## config.mk

```make
export PLATFORM = sky130hd
export DESIGN_NAME = led_matrix_scan_ctrl_flat
export DESIGN_NICKNAME = d
export VERILOG_FILES = /design/src/rtl/led_matrix_scan_ctrl_if.sv /design/src/rtl/led_matrix_scan_ctrl.sv /design/src/flat_wrapper.sv
export SDC_FILE = /design/constraint.sdc
export NUM_CORES = 1
export LEC_CHECK = 0
export ABC_AREA = 1
export ABC_CLOCK_PERIOD_IN_PS = 2400
export BUFFER_PORTS_ARGS = -buffer_cell sky130_fd_sc_hd__buf_2
export CORE_ASPECT_RATIO = 0.8
export CORE_UTILIZATION = 45
export CTS_CLUSTER_SIZE = 16
export DETAILED_ROUTE_END_ITERATION = 10
export PLACE_DENSITY_LB_ADDON = 0.1
export SYNTH_ARGS = -nofsm -noshare
export SYNTH_HDL_FRONTEND = slang
export SYNTH_SLANG_ARGS = --single-unit
```

## constraint.sdc

```tcl
create_clock -name clk -period 2.4 [get_ports clk]
set_input_delay 0.36 -clock clk [delete_from_list [all_inputs] [get_ports clk]]
set_output_delay 0.36 -clock clk [all_outputs]
set_load 0.03 [all_outputs]
```

## src/rtl/led_matrix_scan_ctrl_if.sv

```systemverilog
// Frame-buffer read port between the scan controller and the pixel store.
// The controller strobes fb_rd_en with a row address; the row's 24-bit
// {r,g,b} word is valid on fb_rdata one cycle later.
interface led_matrix_scan_ctrl_if;
    logic        fb_rd_en;
    logic [2:0]  fb_raddr;
    logic [23:0] fb_rdata;

    modport master (
        output fb_rd_en,
        output fb_raddr,
        input  fb_rdata
    );

    modport slave (
        input  fb_rd_en,
        input  fb_raddr,
        output fb_rdata
    );
endinterface

```

## src/rtl/led_matrix_scan_ctrl.sv

```systemverilog
// Row-scan sequencer for the 8x8 RGB LED matrix. Each scan slot fetches one
// row from the frame buffer, blanks all lines to avoid ghosting, then drives
// the row with PWM columns gated by a latched global brightness. Global
// brightness is either fixed_brightness or a free-running triangle ramp.
module led_matrix_scan_ctrl #(
    parameter int PWM_DIV    = 4,
    parameter int BLANK_CYC  = 16,
    parameter int BREATH_DIV = 196078
) (
    input  logic                   clk,
    input  logic                   rst,
    input  logic                   enable,
    input  logic                   breath_en,
    input  logic [7:0]             fixed_brightness,
    led_matrix_scan_ctrl_if.master fb,
    output logic [7:0]             led_row,
    output logic [7:0]             led_col_r,
    output logic [7:0]             led_col_g,
    output logic [7:0]             led_col_b,
    output logic [2:0]             row_idx,
    output logic [7:0]             global_brightness,
    output logic                   frame_done
);

    localparam int PWM_W    = (PWM_DIV    > 1) ? $clog2(PWM_DIV)    : 1;
    localparam int BLANK_W  = (BLANK_CYC  > 1) ? $clog2(BLANK_CYC)  : 1;
    localparam int BREATH_W = (BREATH_DIV > 1) ? $clog2(BREATH_DIV) : 1;

    localparam logic [PWM_W-1:0]    DIV_LAST    = PWM_W'(PWM_DIV - 1);
    localparam logic [BLANK_W-1:0]  BLANK_LAST  = BLANK_W'(BLANK_CYC - 1);
    localparam logic [BREATH_W-1:0] BREATH_LAST = BREATH_W'(BREATH_DIV - 1);

    typedef enum logic [2:0] {
        S_IDLE,
        S_FETCH1,   // read strobe out
        S_FETCH2,   // read data returns, latched at the end of this cycle
        S_BLANK,
        S_DRIVE
    } state_t;

    typedef enum logic {
        DIR_UP,
        DIR_DOWN
    } dir_t;

    // Scan sequencer state
    state_t              state, state_d;
    logic [2:0]          row_d;
    logic [BLANK_W-1:0]  blank_cnt, blank_d;
    logic [PWM_W-1:0]    div_cnt, div_d;
    logic [7:0]          pwm_cnt, pwm_d;
    logic [23:0]         pix;
    logic [7:0]          bright_l;

    // Registered output next-values
    logic                rd_en_q, rd_en_d;
    logic [7:0]          row_sel_d;
    logic [7:0]          col_r_d, col_g_d, col_b_d;
    logic                frame_done_d;
    logic                lit;

    // Breathing ramp state
    logic [BREATH_W-1:0] breath_cnt, breath_cnt_d;
    logic [7:0]          level, level_d;
    dir_t                dir, dir_d;

    assign fb.fb_rd_en = rd_en_q;
    assign fb.fb_raddr = row_idx;

    // Scan state, counters, latched row data and registered pin outputs.
    always_ff @(posedge clk or negedge rst) begin
        if (!rst) begin
            state      <= S_IDLE;
            row_idx    <= '0;
            blank_cnt  <= '0;
            div_cnt    <= '0;
            pwm_cnt    <= '0;
            pix        <= '0;
            bright_l   <= '0;
            rd_en_q    <= 1'b0;
            led_row    <= '0;
            led_col_r  <= 8'hFF;
            led_col_g  <= 8'hFF;
            led_col_b  <= 8'hFF;
            frame_done <= 1'b0;
        end else begin
            // NOTE: non-blocking so every flop samples pre-edge values,
            // independent of statement order.
            state      <= state_d;
            row_idx    <= row_d;
            blank_cnt  <= blank_d;
            div_cnt    <= div_d;
            pwm_cnt    <= pwm_d;
            if (state == S_FETCH2 && state_d == S_BLANK) begin
                pix      <= fb.fb_rdata;
                bright_l <= global_brightness;
            end
            rd_en_q    <= rd_en_d;
            led_row    <= row_sel_d;
            led_col_r  <= col_r_d;
            led_col_g  <= col_g_d;
            led_col_b  <= col_b_d;
            frame_done <= frame_done_d;
        end
    end

    // Next scan state and counter values; enable=0 forces IDLE from anywhere.
    always_comb begin
        // NOTE: every output gets a default first so no path infers a latch.
        state_d = state;
        row_d   = row_idx;
        blank_d = blank_cnt;
        div_d   = div_cnt;
        pwm_d   = pwm_cnt;
        if (!enable) begin
            state_d = S_IDLE;
            row_d   = '0;
            blank_d = '0;
            div_d   = '0;
            pwm_d   = '0;
        end else begin
            unique case (state)
                S_IDLE:   state_d = S_FETCH1;
                S_FETCH1: state_d = S_FETCH2;
                S_FETCH2: begin
                    state_d = S_BLANK;
                    blank_d = '0;
                end
                S_BLANK: begin
                    if (blank_cnt == BLANK_LAST) begin
                        state_d = S_DRIVE;
                        div_d   = '0;
                        pwm_d   = '0;
                    end else begin
                        blank_d = blank_cnt + 1'b1;
                    end
                end
                S_DRIVE: begin
                    if (div_cnt == DIV_LAST) begin
                        div_d = '0;
                        if (pwm_cnt == 8'hFF) begin
                            // Row finished: next slot fetches the following row.
                            state_d = S_FETCH1;
                            row_d   = row_idx + 3'd1;
                            pwm_d   = '0;
                        end else begin
                            pwm_d = pwm_cnt + 8'd1;
                        end
                    end else begin
                        div_d = div_cnt + 1'b1;
                    end
                end
                default: state_d = S_IDLE;
            endcase
        end
    end

    // Pin values for the coming cycle, derived from the next state so the
    // registered outputs line up with the state they belong to.
    always_comb begin
        rd_en_d      = (state_d == S_FETCH1);
        row_sel_d    = '0;
        col_r_d      = 8'hFF;
        col_g_d      = 8'hFF;
        col_b_d      = 8'hFF;
        frame_done_d = 1'b0;
        lit          = (pwm_d < bright_l);
        if (state_d == S_DRIVE) begin
            row_sel_d    = 8'b1 << row_d;
            col_r_d      = ~(pix[23:16] & {8{lit}});
            col_g_d      = ~(pix[15:8]  & {8{lit}});
            col_b_d      = ~(pix[7:0]   & {8{lit}});
            frame_done_d = (pwm_d == 8'hFF) && (div_d == DIV_LAST) && (row_d == 3'd7);
        end
    end

    // Triangle ramp step; divider and level hold while breath_en=0.
    always_comb begin
        breath_cnt_d = breath_cnt;
        level_d      = level;
        dir_d        = dir;
        if (breath_en) begin
            if (breath_cnt == BREATH_LAST) begin
                breath_cnt_d = '0;
                if (dir == DIR_UP) begin
                    if (level == 8'hFF) begin
                        dir_d   = DIR_DOWN;
                        level_d = 8'hFE;
                    end else begin
                        level_d = level + 8'd1;
                    end
                end else begin
                    if (level == 8'h00) begin
                        dir_d   = DIR_UP;
                        level_d = 8'h01;
                    end else begin
                        level_d = level - 8'd1;
                    end
                end
            end else begin
                breath_cnt_d = breath_cnt + 1'b1;
            end
        end
    end

    // Breathing registers and the effective brightness, independent of enable.
    always_ff @(posedge clk or negedge rst) begin
        if (!rst) begin
            breath_cnt        <= '0;
            level             <= '0;
            dir               <= DIR_UP;
            global_brightness <= '0;
        end else begin
            breath_cnt        <= breath_cnt_d;
            level             <= level_d;
            dir               <= dir_d;
            global_brightness <= breath_en ? level_d : fixed_brightness;
        end
    end

endmodule

```

## src/flat_wrapper.sv

```systemverilog
// flat-port wrapper written by rule: the top's interface ports become plain ports
module led_matrix_scan_ctrl_flat 
#(
    parameter int PWM_DIV    = 4,
    parameter int BLANK_CYC  = 16,
    parameter int BREATH_DIV = 196078
)
  (clk, rst, enable, breath_en, fixed_brightness, led_row, led_col_r, led_col_g, led_col_b, row_idx, global_brightness, frame_done, fb_fb_rd_en, fb_fb_raddr, fb_fb_rdata);
  led_matrix_scan_ctrl_if fb_i ();
  input  logic clk;
  input  logic rst;
  input  logic enable;
  input  logic breath_en;
  input  logic [7:0] fixed_brightness;
  output logic [7:0] led_row;
  output logic [7:0] led_col_r;
  output logic [7:0] led_col_g;
  output logic [7:0] led_col_b;
  output logic [2:0] row_idx;
  output logic [7:0] global_brightness;
  output logic frame_done;
  output wire logic [$bits(fb_i.fb_rd_en)-1:0] fb_fb_rd_en;
  output wire logic [$bits(fb_i.fb_raddr)-1:0] fb_fb_raddr;
  input wire logic [$bits(fb_i.fb_rdata)-1:0] fb_fb_rdata;
  assign fb_fb_rd_en = fb_i.fb_rd_en;
  assign fb_fb_raddr = fb_i.fb_raddr;
  assign fb_i.fb_rdata = fb_fb_rdata;
  led_matrix_scan_ctrl #(.PWM_DIV(PWM_DIV), .BLANK_CYC(BLANK_CYC), .BREATH_DIV(BREATH_DIV)) u_core (.clk(clk), .rst(rst), .enable(enable), .breath_en(breath_en), .fixed_brightness(fixed_brightness), .fb(fb_i), .led_row(led_row), .led_col_r(led_col_r), .led_col_g(led_col_g), .led_col_b(led_col_b), .row_idx(row_idx), .global_brightness(global_brightness), .frame_done(frame_done));
endmodule
```

# Yosys cells after proc, flatten, opt, wreduce, memory -nomap -nowiden
# Index checks and enable logic that the tools add are counted.
dict set report word_totals {
  reg_bits 121
  in_bits 36
  output_inout_bits 48
  word_cells 92
}
dict set report classes {
  n_addsub 7
  magnitude_cmp 1
  eq_ne 17
  n_shift 1
  mux 36
  n_bitwise 6
  n_reduce_logical 7
}
# operator count
set op_table {}
lappend op_table {{$mux 8} 14}
lappend op_table {{$and 8x8->8} 3}
lappend op_table {{$eq 8x8->1 const B} 3}
lappend op_table {{$mux 3} 8}
lappend op_table {{$not 8->8} 3}
lappend op_table {{$add 18x1->18 const B} 1}
lappend op_table {{$eq 18x18->1 const B} 1}
lappend op_table {{$mux 18} 1}
lappend op_table {{$add 8x1->8 const B} 2}
lappend op_table {{$pmux 8 s2} 1}
lappend op_table {{$pmux 3 s5} 1}
lappend op_table {{$eq 3x2->1 const B} 3}
lappend op_table {{$eq 3x3->1 const B} 3}
lappend op_table {{$logic_not 8->1} 1}
lappend op_table {{$lt 8x8->1} 1}
lappend op_table {{$mux 4} 2}
lappend op_table {{$pmux 4 s2} 1}
lappend op_table {{$shl 1x3->8 const A} 1}
lappend op_table {{$sub 8x1->8 const B} 1}
lappend op_table {{$eq 3x1->1 const B} 2}
lappend op_table {{$mux 2} 3}
lappend op_table {{$add 4x1->4 const B} 1}
lappend op_table {{$eq 2x2->1 const B} 2}
lappend op_table {{$eq 4x4->1 const B} 1}
lappend op_table {{other kinds (9)} 15}

# Logic depth before layout (Yosys ltp)
# Gate-level depths: netlist of the first run.
dict set report depth {
  ltp_word 9
  mapped_depth 18
}

# Worst setup path after synthesis of the first run
# OpenSTA, ideal clock, no wires.
dict set report synth_timing {
  kind {register to register}
  startpoint {reg u_core.pwm_cnt[0]}
  endpoint {reg u_core.led_col_g[0]}
  arrival_time_ps 2113
  path_slack_ps 201
  path_stages_with_launch 17
  synth_period_minus_slack_ps 2199
  cell_sequence {dfrtp_1 ha_1 nand2_1 nor2_4 a21oi_2 nand3_1 o21ai_0 nand2_1 inv_1 ha_1 nand4_1 nand2_1 inv_1 nand2_1 inv_2 buf_2 nand3_1}
}
dict set report synth_via {
  elab_chain_cells 9
  elab_cells_between_ends 16
  cone_classes {add/sub (1); order compare (1); eq/ne (2); mux (10); bitwise (2)}
}
# item line_no
set synth_rtl {}
lappend synth_rtl {{start: declaration} led_matrix_scan_ctrl.sv:51} ;# logic [7:0] pwm_cnt, pwm_d;
lappend synth_rtl {{start signal: assignment} led_matrix_scan_ctrl.sv:93} ;# pwm_cnt <= pwm_d;
lappend synth_rtl {{$add 8x1->8 or $eq 8x8->1 (tied branches)} {led_matrix_scan_ctrl.sv:147, led_matrix_scan_ctrl.sv:141}}
lappend synth_rtl {{$mux 8 *} led_matrix_scan_ctrl.sv:141} ;# if (pwm_cnt == 8'hFF) begin
lappend synth_rtl {{$mux 8 *} led_matrix_scan_ctrl.sv:139} ;# if (div_cnt == DIV_LAST) begin
lappend synth_rtl {{$pmux 8 s2 *} led_matrix_scan_ctrl.sv:122} ;# unique case (state)
lappend synth_rtl {{$mux 8 *} led_matrix_scan_ctrl.sv:115} ;# if (!enable) begin
lappend synth_rtl {{net u_core.pwm_d[7]} led_matrix_scan_ctrl.sv:51}
lappend synth_rtl {{$lt 8x8->1 *} led_matrix_scan_ctrl.sv:167} ;# lit = (pwm_d < bright_l);
lappend synth_rtl {{$and 8x8->8 *} led_matrix_scan_ctrl.sv:171} ;# col_g_d = ~(pix[15:8] & {8{lit}});
lappend synth_rtl {{$not 8->8 *} led_matrix_scan_ctrl.sv:171}
lappend synth_rtl {{$mux 8 *} led_matrix_scan_ctrl.sv:168} ;# if (state_d == S_DRIVE) begin
lappend synth_rtl {{net u_core.col_g_d[0]} led_matrix_scan_ctrl.sv:58} ;# logic [7:0] col_r_d, col_g_d, col_b_d;
lappend synth_rtl {{end signal: assignment} led_matrix_scan_ctrl.sv:101} ;# led_col_g <= col_g_d;
lappend synth_rtl {{end: declaration} led_matrix_scan_ctrl.sv:18} ;# output logic [7:0] led_col_g,
# Mark *: on every way through the listed nets, which the timed path passes. The rest lies on a longest branch.
# A chain may end at the register's enable or synchronous reset.

# Worst setup path after layout of the first run
dict set report layout_timing {
  startpoint {reg u_core.pwm_cnt[1]}
  endpoint {reg u_core.led_col_b[4]}
}
dict set report layout_via {
  elab_chain_cells 9
  elab_cells_between_ends 16
  cone_classes {add/sub (1); order compare (1); eq/ne (2); mux (10); bitwise (2)}
}
# item line_no
set layout_rtl {}
lappend layout_rtl {{$add 8x1->8 or $eq 8x8->1 (tied branches)} {led_matrix_scan_ctrl.sv:147, led_matrix_scan_ctrl.sv:141}}
lappend layout_rtl {{$mux 8 *} led_matrix_scan_ctrl.sv:141}
lappend layout_rtl {{$mux 8 *} led_matrix_scan_ctrl.sv:139}
lappend layout_rtl {{$pmux 8 s2 *} led_matrix_scan_ctrl.sv:122}
lappend layout_rtl {{$mux 8 *} led_matrix_scan_ctrl.sv:115}
lappend layout_rtl {{net u_core.pwm_d[5]} led_matrix_scan_ctrl.sv:51}
lappend layout_rtl {{$lt 8x8->1 *} led_matrix_scan_ctrl.sv:167}
lappend layout_rtl {{$and 8x8->8 *} led_matrix_scan_ctrl.sv:172} ;# col_b_d = ~(pix[7:0] & {8{lit}});
lappend layout_rtl {{$not 8->8 *} led_matrix_scan_ctrl.sv:172}
lappend layout_rtl {{$mux 8 *} led_matrix_scan_ctrl.sv:168}
lappend layout_rtl {{net u_core.col_b_d[4]} led_matrix_scan_ctrl.sv:58}
lappend layout_rtl {{end signal: assignment} led_matrix_scan_ctrl.sv:102} ;# led_col_b <= col_b_d;
lappend layout_rtl {{end: declaration} led_matrix_scan_ctrl.sv:19} ;# output logic [7:0] led_col_b,
# Marked as above.

==> impl_metrics.ini, run 1 <==
[pwr]
p_leak_nw = 3.64
peakVddDrop_mv = 0.570
powerDensity_nw_per_um2 = 778

[sta]
timing.final.ws_setup_ns = 0.166
setup_viol = 0
fin_crit_sh = 0.931
slew_viol_final = 0
tightest_slew_ns = 0.605
relSlewSlack = 0.593
finClkSkew_ns = 0.00808
finalHoldViolCount = 0
fin_crit_ns = 2.23
max_freq_mhz = 448

[logic_synthesis]
ys_types = 40
synth_cells = 733
yosysTopAreaCell = dfrtp_1
synth.top_cells.by_area = dfrtp_1 40%, dfstp_2 11%, nand2_1 8.8%, nor2_1 7.2%, inv_1 6.7%
yosysSeqAreaShare = 0.510
async_reset_ff_frac = 1.00
synth_nets = 782
yosysMostFrequentCell = nand2_1
synth_area_per_cell_um2 = 8.18
synth_edf_count = 0
synth_top_cells_by_count = 140 x nand2_1, 115 x nor2_1, 107 x inv_1, 97 x dfrtp_1, 64 x nand3_1
ys_ff_latch = 121
syn_area_um2 = 6000
yosys_warnings = 0
synth_ff_type = dfrtp_1
synth_top_area_frac = 0.405

[critical_path]
path_cells = ha_2 > nand2_2 > nor2_4 > a21oi_4 > nand2_1 > nand3_1 > nand3_2 > inv_2 > ha_1 > a21o_1 > nand4_1 > nand2_1 > inv_2 > buf_12 > nand3_1
crit_fanout = 10
critPathTopFamily = simple AND/OR/NAND/NOR gates
max_stage_delay_ns = 0.37
path_class = register to register
critPathBufInv = 3
critPathArrivalTime_ns = 2.56
cp-start-kind = register
crit_required_ns = 2.72
cp-end-kind = register
cp_slowest_cell = dfrtp_1

[placed_design]
post-place-ws_ns = 0.0305
dp_hpwl_um = 9430
dp_cells = 977
io_buffers = 83
place.gp.congestion = 0.908

[cells_and_area]
finalNonFillerCells = 1012
diodes = 0
area_growth_pct = 21.8
final_layout_size_suffix_gt1_frac = 0.234
reg_top3 = u_core.pix: 24 flops, u_core.breath_cnt: 18 flops
regMostFlops = u_core.pix
layout.nets = 873
largest_reg_flops = 24

[floorplanning]
io_pins = 84
die_area_um2 = 13800
row_count = 37
chipWidth_um = 131
core-area_um2 = 12900
die_h_um = 105
initial_utilization = 0.464

[clock_tree]
clockBufferDepth = 2
clk_latency_ns = 0.41
path_clk_slew_ns = 0.06
cts_tree = built
ctsHtreeMaxLevel = 4
cts_root_buffer = clkbuf_16
clock_sinks = 121
numCtsBuffers = 17

[detailed_routing]
drt-total-wl_um = 13200
dr_total_vias = 4952
first_pass_iters = 4
drc = 0
wl_per_cell_um = 13.0
vias_per_cell = 4.89
drtIter0Drc = 215
ant_nets = 0

[grt]
grt-ovfl-total = 0
antenna_found_initial = 0
grt.total_usage = 0.209
grt_max_degree = 46
grt_first_pass_wirelength_um = 22300
grt_pass1_vias = 4807

[job]
cap_violations = 0

[min_path]
hold_path.class = input pin to register

[status]
status = finished clean
## metrics by stage
step	total power, mW	setup TNS, ns	hold WS (ns)	utilization	cell area, um^2
finish	5.69	0	0.156	0.566	7310
global route	6.00	-0.00443	0.147	0.566	7310
CTS	5.74	0	0.141	0.557	7200
detailed placement	3.17	0	0.367	0.510	6590
global placement	3.15	0	0.357	0.510	6590
floorplan	2.94	0	0.0644	-	6000
## final cells by class
cell class | instances | area, um^2
clock buffers | 19 | 453
clock inverters | 13 | 144
fillers | 1196 | 5610
inverters | 113 | 427
multi-input cells | 475 | 2420
flip-flops and latches | 121 | 3060
well taps | 175 | 219
repair buffers | 96 | 581
## worst register-to-register path: stages, from the launching register on
cell and delay [ns]:
dfrtp_1 0.37, ha_2 0.21, nand2_2 0.08, nor2_4 0.17
a21oi_4 0.09, nand2_1 0.10, nand3_1 0.09, nand3_2 0.08
inv_2 0.04, ha_1 0.28, a21o_1 0.18, nand4_1 0.08
nand2_1 0.06, inv_2 0.10, buf_12 0.14, nand3_1 0.08
## routing by layer
layer  GRT usage  wire length, um  part of all wire
met5           0                0                 0
met4      0.0731              133             0.010
met3      0.0442              582             0.044
met2       0.340             6380              0.48
met1       0.275             6070              0.46
## kinds of logic (layout without fill, tap and decap cells)
group | after synthesis | after routing | synth area share
simple gates | 360 | 360 | 0.259
buf+inv | 137 | 241 | 0.101
compound gates | 89 | 89 | 0.0834
xor+xnor | 13 | 13 | 0.0190
fa+ha+maj | 13 | 13 | 0.0271
flops | 121 | 121 | 0.510
## final timing paths
| path | endpoint | depth (start not counted) | slack [ns] | from |
|---|---|---|---|---|
| min | u_core.global_brightness[5]$_DFF_PN0_ | 3 | 0.16 | fixed_brightness[5] |
| max | u_core.led_col_b[4]$_DFF_PN1_ | 15 | 0.17 | u_core.pwm_cnt[1]$_DFF_PN0_ |
| max reg2reg | u_core.led_col_b[4]$_DFF_PN1_ | 15 | 0.17 | u_core.pwm_cnt[1]$_DFF_PN0_ |
| min reg2reg | u_core.breath_cnt[7]$_DFFE_PN0P_ | 1 | 0.47 | u_core.breath_cnt[7]$_DFFE_PN0P_ |
| min in group asynchronous | u_core.fb.fb_raddr[1]$_DFF_PN0_ | 2 | 0.46 | rst |
| max in group asynchronous | u_core.led_col_b[5]$_DFF_PN1_ | 3 | 1.28 | rst |
## layout by cell type (no fill, tap or decap), drive strengths merged, types with 2 or more instances in the layout
master,n
a21oi,47
a22oi,2
buf,95
bufinv,2
clkbuf,19
clkinv,4
clkinvlp,4
dfrtp,97
dfstp,24
ha,13
inv,116
nand2,145
nand3,69
nand4,9
nor2,120
nor3,11
nor4,5
o211ai,4
o21a,2
o21ai,28
xnor2,2
xor2,11
## repair_timing
item,in CTS,in global routing
gates resized for setup,0,26
endpoints found under the setup margin,0,24
hold buffers,1,0
endpoints found under the hold margin,34,0
buffers inserted,0,2
## where the power goes
part | internal [mW] | leakage (nW) | switching, mW | total (mW)
logic | 0.251 | 1.92 | 0.459 | 0.710
registers | 2.30 | 1.43 | 0.140 | 2.44
clock network | 1.59 | 0.282 | 0.944 | 2.54
Power figures use the tool's default switching activity.
==> run 2: changes to the inputs <==
--- a/config.mk
+++ b/config.mk
@@ -6,13 +6,14 @@
 export NUM_CORES = 1
 export LEC_CHECK = 0
 export ABC_AREA = 1
-export ABC_CLOCK_PERIOD_IN_PS = 2400
+export ABC_CLOCK_PERIOD_IN_PS = 2200
 export BUFFER_PORTS_ARGS = -buffer_cell sky130_fd_sc_hd__buf_2
 export CORE_ASPECT_RATIO = 0.8
 export CORE_UTILIZATION = 45
 export CTS_CLUSTER_SIZE = 16
 export DETAILED_ROUTE_END_ITERATION = 10
 export PLACE_DENSITY_LB_ADDON = 0.1
+export SETUP_SLACK_MARGIN = 0.5
 export SYNTH_ARGS = -nofsm -noshare
 export SYNTH_HDL_FRONTEND = slang
 export SYNTH_SLANG_ARGS = --single-unit
==> constraint.sdc (replaced) <==
create_clock -name clk -period 2.2 [get_ports clk]
set_input_delay 0.33 -clock clk [delete_from_list [all_inputs] [get_ports clk]]
set_output_delay 0.33 -clock clk [all_outputs]
set_load 0.03 [all_outputs]
==> run 2 against run 1 <==
The flow now finishes with violations (setup timing). Register-to-register slack worse by 0.25 ns. Sequential cell count unchanged. Count of clock-buffer cells in the layout is 2 lower. Critical path type unchanged. Largest cell class unchanged.
==> impl_metrics.ini, run 2 (synthesis results as in run 1) <==
[status]
status = finished, violations left
violations = setup timing

[sta]
max_freq_mhz = 438
setup_viol = 24
fin_crit_sh = 1.04
fin_crit_ns = 2.28
final.setup.tns_ns = -1.55
finalHoldViolCount = 0
final.hold.worst_slack_ns = 0.110
timing.final.ws_setup_ns = -0.0834
tightest_slew_ns = 0.546
relSlewSlack = 0.636
rsz0062_at_grt = yes
finClkSkew_ns = 0.00962
slew_viol_final = 0

[placed_design]
postPlaceCellArea_um2 = 6840
place.gp.congestion = 0.909
dp_hpwl_um = 9670
io_buffers = 83

[cells_and_area]
largest_reg_flops = 24
layout_common_cells = 115 x nand2_1, 95 x dfrtp_1, 92 x inv_1, 85 x nor2_1, 82 x buf_2
diodes = 0
regMostFlops = u_core.pix
area_growth_pct = 43.8
finalInstanceArea_um2 = 8620
reg_top3 = u_core.pix: 24 flops, u_core.breath_cnt: 18 flops
mostFrequentLayoutCell = nand2_1
fillers = 1016
layout.nets = 945
fin_util = 0.668
final_layout_size_suffix_gt1_frac = 0.421

[pwr]
powerDensity_nw_per_um2 = 794
p_leak_nw = 4.20
pwr-share-seq = 0.389
peakVddDrop_mv = 0.594
clockPowerShare = 0.441
p_sw_mw = 1.95
combPwrFrac = 0.169
internal_power_mw = 4.90
sw_frac_of_total = 0.285

[clock_tree]
path_clk_slew_ns = 0.06
cts_tree = built
ctsHtreeMaxLevel = 4
cts_root_buffer = clkbuf_16
clockBufferDepth = 2
clock_sinks = 121
clk_latency_ns = 0.42
numCtsBuffers = 17

[floorplanning]
io_pins = 84
core-area_um2 = 12900
die_h_um = 105
row_count = 37
die_area_um2 = 13800
initial_utilization = 0.464
chipWidth_um = 131

[grt]
antenna_found_initial = 0
grt-ovfl-total = 0
grt.total_usage = 0.240
grt_first_pass_wirelength_um = 25200
grt_pass1_vias = 5309
grt_max_degree = 43

[detailed_routing]
first_pass_iters = 4
wl_per_cell_um = 14.9
ant_nets = 0
drtIter0Drc = 329
drt-total-wl_um = 16100
drc = 0
vias_per_cell = 5.01
dr_total_vias = 5434

[critical_path]
crit_fanout = 14
crit_required_ns = 2.55
cp-end-kind = register
rrSetupSlack_ns = -0.08
cp-start-kind = register
path_class = register to register
critPathArrivalTime_ns = 2.63

[job]
cap_violations = 0

[min_path]
hold_path.class = input pin to register
==> run 2: changes by cell type in the layout (fill, tap and decap cells not counted), sizes merged <==
cell,change
clkinvlp,-4
buf,+72
clkinv,+4
clkbuf,-2
bufinv,+2
==> run 2: power groups by stage <==
stage / Combinational [mW] / Clock [mW] / Sequential, mW
after detailed placement: 0.807 / 0 / 2.69
after floorplan: 0.534 / 0 / 2.68
after global routing: 1.28 / 3.17 / 2.69
after CTS: 0.933 / 3.08 / 2.65
final: 1.16 / 3.02 / 2.67
after global placement: 0.779 / 0 / 2.68
==> run 2: worst max-delay path, cell delays in order, from the launching register on <==
cell	delay (ns)
dfrtp_1	0.36
ha_2	0.22
nand2_2	0.08
nor2_4	0.13
a21oi_4	0.09
nand2_2	0.09
nand4_1	0.09
nand2_1	0.08
inv_1	0.05
nand2_2	0.07
inv_2	0.05
ha_4	0.26
nand4_1	0.10
nand2_1	0.08
inv_2	0.04
nand2_2	0.08
clkinv_4	0.09
buf_12	0.16
nand3_1	0.08
==> run 2: final timing paths <==
kind,from,endpoint,cells after the start
max in group asynchronous,rst,u_core.led_col_r[7]$_DFF_PN1_,3
worst min-delay path,fixed_brightness[5],u_core.global_brightness[5]$_DFF_PN0_,3
worst min register to register,u_core.bright_l[0]$_DFFE_PN0P_,u_core.bright_l[0]$_DFFE_PN0P_,2
min in group asynchronous,rst,u_core.frame_done$_DFF_PN0_,2
worst max register to register,u_core.div_cnt[0]$_DFF_PN0_,u_core.led_col_r[7]$_DFF_PN1_,18
worst max-delay path,u_core.div_cnt[0]$_DFF_PN0_,u_core.led_col_r[7]$_DFF_PN1_,18
==> run 2: repair_timing <==
item / 4_1_cts / 5_1_grt
hold buffers: 1 / 0
hold endpoints to repair: 24 / 0
setup endpoints to repair: 81 / 101
pin swaps: 22 / 39
cloned: 5 / 0
resized for setup: 84 / 106
buffers inserted: 30 / 20
==> run 2: stage by stage <==
stage	setup slack [ns]	cells	total power, mW
after detailed placement	-0.0923	996	3.50
final	-0.0834	1084	6.85
after global placement	-0.0189	996	3.46
after floorplan	0.125	733	3.21
after global routing	-0.195	1084	7.14
after CTS	-0.0251	1064	6.66
==> run 2: final cells by class <==
cell class              count  area (um^2)  share of cell area
inverters                 113          452              0.0524
flip-flops and latches    121         3060               0.355
repair buffers            168         1300               0.150
clock buffers              17          425              0.0493
clock inverters            15          213              0.0247
multi-input cells         475         2960               0.343
well taps                 175          219              0.0254
==> run 2: metal layers <==
layer,routed length [um],part of all wire,global-route usage,vias to the layer above
met5,0,0,0,-
met4,175,0.011,0.0813,0
met3,656,0.041,0.0533,15
met2,8110,0.50,0.399,126
met1,7170,0.44,0.306,2634
li1,-,-,-,2659
==> run 3: changes to the inputs <==
--- a/config.mk
+++ b/config.mk
@@ -7,11 +7,11 @@
 export LEC_CHECK = 0
 export ABC_AREA = 1
 export ABC_CLOCK_PERIOD_IN_PS = 2200
-export BUFFER_PORTS_ARGS = -buffer_cell sky130_fd_sc_hd__buf_2
 export CORE_ASPECT_RATIO = 0.8
 export CORE_UTILIZATION = 45
 export CTS_CLUSTER_SIZE = 16
 export DETAILED_ROUTE_END_ITERATION = 10
+export DONT_BUFFER_PORTS = 1
 export PLACE_DENSITY_LB_ADDON = 0.1
 export SETUP_SLACK_MARGIN = 0.5
 export SYNTH_ARGS = -nofsm -noshare
==> run 3 against run 2 <==
Sequential share of layout area down 1.2 points. The flow finishes with violations (hold timing, setup timing). First-iteration DRC count down 21%. Register-to-register slack barely moved. Clock skew increased by 0.00097 ns. Cell count decreased by 4.8%. Worst setup slack better by 0.0047 ns. Largest power group unchanged. Utilization grew 2.5 points. Highest routed layer unchanged. Power decreased by 1.1%.
==> impl_metrics.ini, run 3 (synthesis results as in run 1) <==
[status]
status = finished, violations left
violations = hold timing, setup timing

[critical_path]
cp-end-kind = register
cp-start-kind = register
crit_start = u_core.state[1]$_DFF_PN0_
critPathArrivalTime_ns = 2.62
timing.rr.end = u_core.led_col_r[5]$_DFF_PN1_
crit_path_end = u_core.led_col_r[5]$_DFF_PN1_
rrSetupSlack_ns = -0.08
reg2reg_depth = 16
crit_fanout = 7
path_class = register to register
crit_required_ns = 2.55
worst_r2r_startpoint = u_core.state[1]$_DFF_PN0_

[clock_tree]
numCtsBuffers = 17
hold_buffers = 1
clk_latency_ns = 0.43
cts_root_buffer = clkbuf_16
path_clk_slew_ns = 0.06
clock_sinks = 121
clockBufferDepth = 2
cts_tree = built
ctsHtreeMaxLevel = 4

[grt]
grt.total_usage = 0.240
grt_max_degree = 122
antenna_found_initial = 0
grt_pass1_vias = 5260
grt_first_pass_wirelength_um = 25200
grt-ovfl-total = 0

[cells_and_area]
layout.nets = 893
regMostFlops = u_core.pix
area_growth_pct = 49.2
final_layout_size_suffix_gt1_frac = 0.463
reg_top3 = u_core.pix: 24 flops, u_core.breath_cnt: 18 flops
largest_reg_flops = 24
mostFrequentLayoutCell = nand2_1
diodes = 0
layout_common_cells = 111 x nand2_1, 89 x inv_1, 88 x dfrtp_1, 71 x nor2_1, 64 x buf_4

[sta]
timing.final.ws_setup_ns = -0.0787
rsz0062_at_grt = yes
relSlewSlack = 0.586
final.setup.tns_ns = -1.18
max_freq_mhz = 439
tightest_slew_ns = 0.621
final.hold.worst_slack_ns = -0.404
fin_crit_ns = 2.28
finalHoldViolCount = 121
fin_crit_sh = 1.04
setup_viol = 24
finClkSkew_ns = 0.0106
slew_viol_final = 0

[min_path]
hold_path.class = input pin to async pin

[job]
cap_violations = 0

[placed_design]
io_buffers = 0
place.gp.congestion = 0.890
dp_hpwl_um = 9200
post-place-ws_ns = -0.132

[floorplanning]
initial_utilization = 0.464
die_h_um = 105
row_count = 37
chipWidth_um = 131
core-area_um2 = 12900
die_area_um2 = 13800
io_pins = 84

[pwr]
powerDensity_nw_per_um2 = 757
p_leak_nw = 4.15
peakVddDrop_mv = 0.640
power_mw = 6.78

[detailed_routing]
first_pass_iters = 5
vias_per_cell = 5.15
drtIter0Drc = 260
wl_per_cell_um = 16.2
drc = 0
drt-total-wl_um = 16700
ant_nets = 0
dr_total_vias = 5311
-- run 3: changes by cell type in the layout (fill, tap and decap cells not counted), sizes merged --
cell	delta
clkinv	-3
clkbuf	+6
bufinv	-1
clkinvlp	+3
buf	-57
-- run 3: through the flow --
stage	cell area, um^2	util	instances
after floorplan	6090	-	733
after global placement	6390	0.494	911
after detailed placement	6390	0.494	911
after CTS	8030	0.622	994
after global routing	8950	0.693	1032
final	8950	0.693	1032
-- run 3: layout make-up --
type / instances / area [um^2]
Multi-Input combinational cell: 475 / 3350
Tap cell: 175 / 219
Fill cell: 939 / 3970
Clock buffer: 19 / 443
Clock inverter: 13 / 168
Timing Repair Buffer: 115 / 1230
Sequential cell: 121 / 3070
Timing Repair inverter: 1 / 7.51
Inverter: 113 / 457
-- run 3: worst min path at each step --
stage                                                 end  slack, ns  cells after the start
after global routing       u_core.bright_l[7]$_DFFE_PN0P_      -0.42                      0
after floorplan           u_core.blank_cnt[0]$_DFFE_PN0P_       0.03                      0
after global placement    u_core.fb.fb_raddr[2]$_DFF_PN0_       0.04                      0
final                     u_core.fb.fb_raddr[2]$_DFF_PN0_      -0.40                      0
after CTS                 u_core.blank_cnt[0]$_DFFE_PN0P_      -0.41                      0
after detailed placement  u_core.blank_cnt[0]$_DFFE_PN0P_       0.04                      0
-- run 3: repair_timing --
action | in CTS | in global routing
buffers inserted | 45 | 33
setup endpoints to repair | 82 | 99
endpoints found under the hold margin | 123 | 121
pin swaps | 68 | 78
resized for setup | 170 | 145
cloned | 5 | 5
-- run 3: routing by layer --
| layer | share of wire | track usage | vias to the layer above |
|---|---|---|---|
| met5 | 0 | 0 | - |
| met4 | 0.017 | 0.0755 | 0 |
| met3 | 0.045 | 0.0655 | 27 |
| met2 | 0.50 | 0.400 | 118 |
| met1 | 0.43 | 0.301 | 2614 |
| li1 | - | - | 2552 |
-- run 3: power breakdown --
group | switching [mW] | internal, mW | leakage, nW
combinational | 0.669 | 0.510 | 2.43
sequential | 0.202 | 2.51 | 1.42
clock | 1.06 | 1.82 | 0.295
total | 1.93 | 4.84 | 4.15
-- run 3: critical path: stages (launching register included) --
cell	delay [ns]
dfrtp_1	0.42
nand2_1	0.12
nor2_2	0.15
nand2_2	0.10
nand2_4	0.11
inv_4	0.05
buf_4	0.13
nand3_2	0.06
nand3_1	0.09
inv_1	0.09
ha_1	0.24
a21o_1	0.16
nand4_1	0.08
nand2_2	0.08
clkinv_4	0.10
clkbuf_16	0.16
nand3_2	0.07
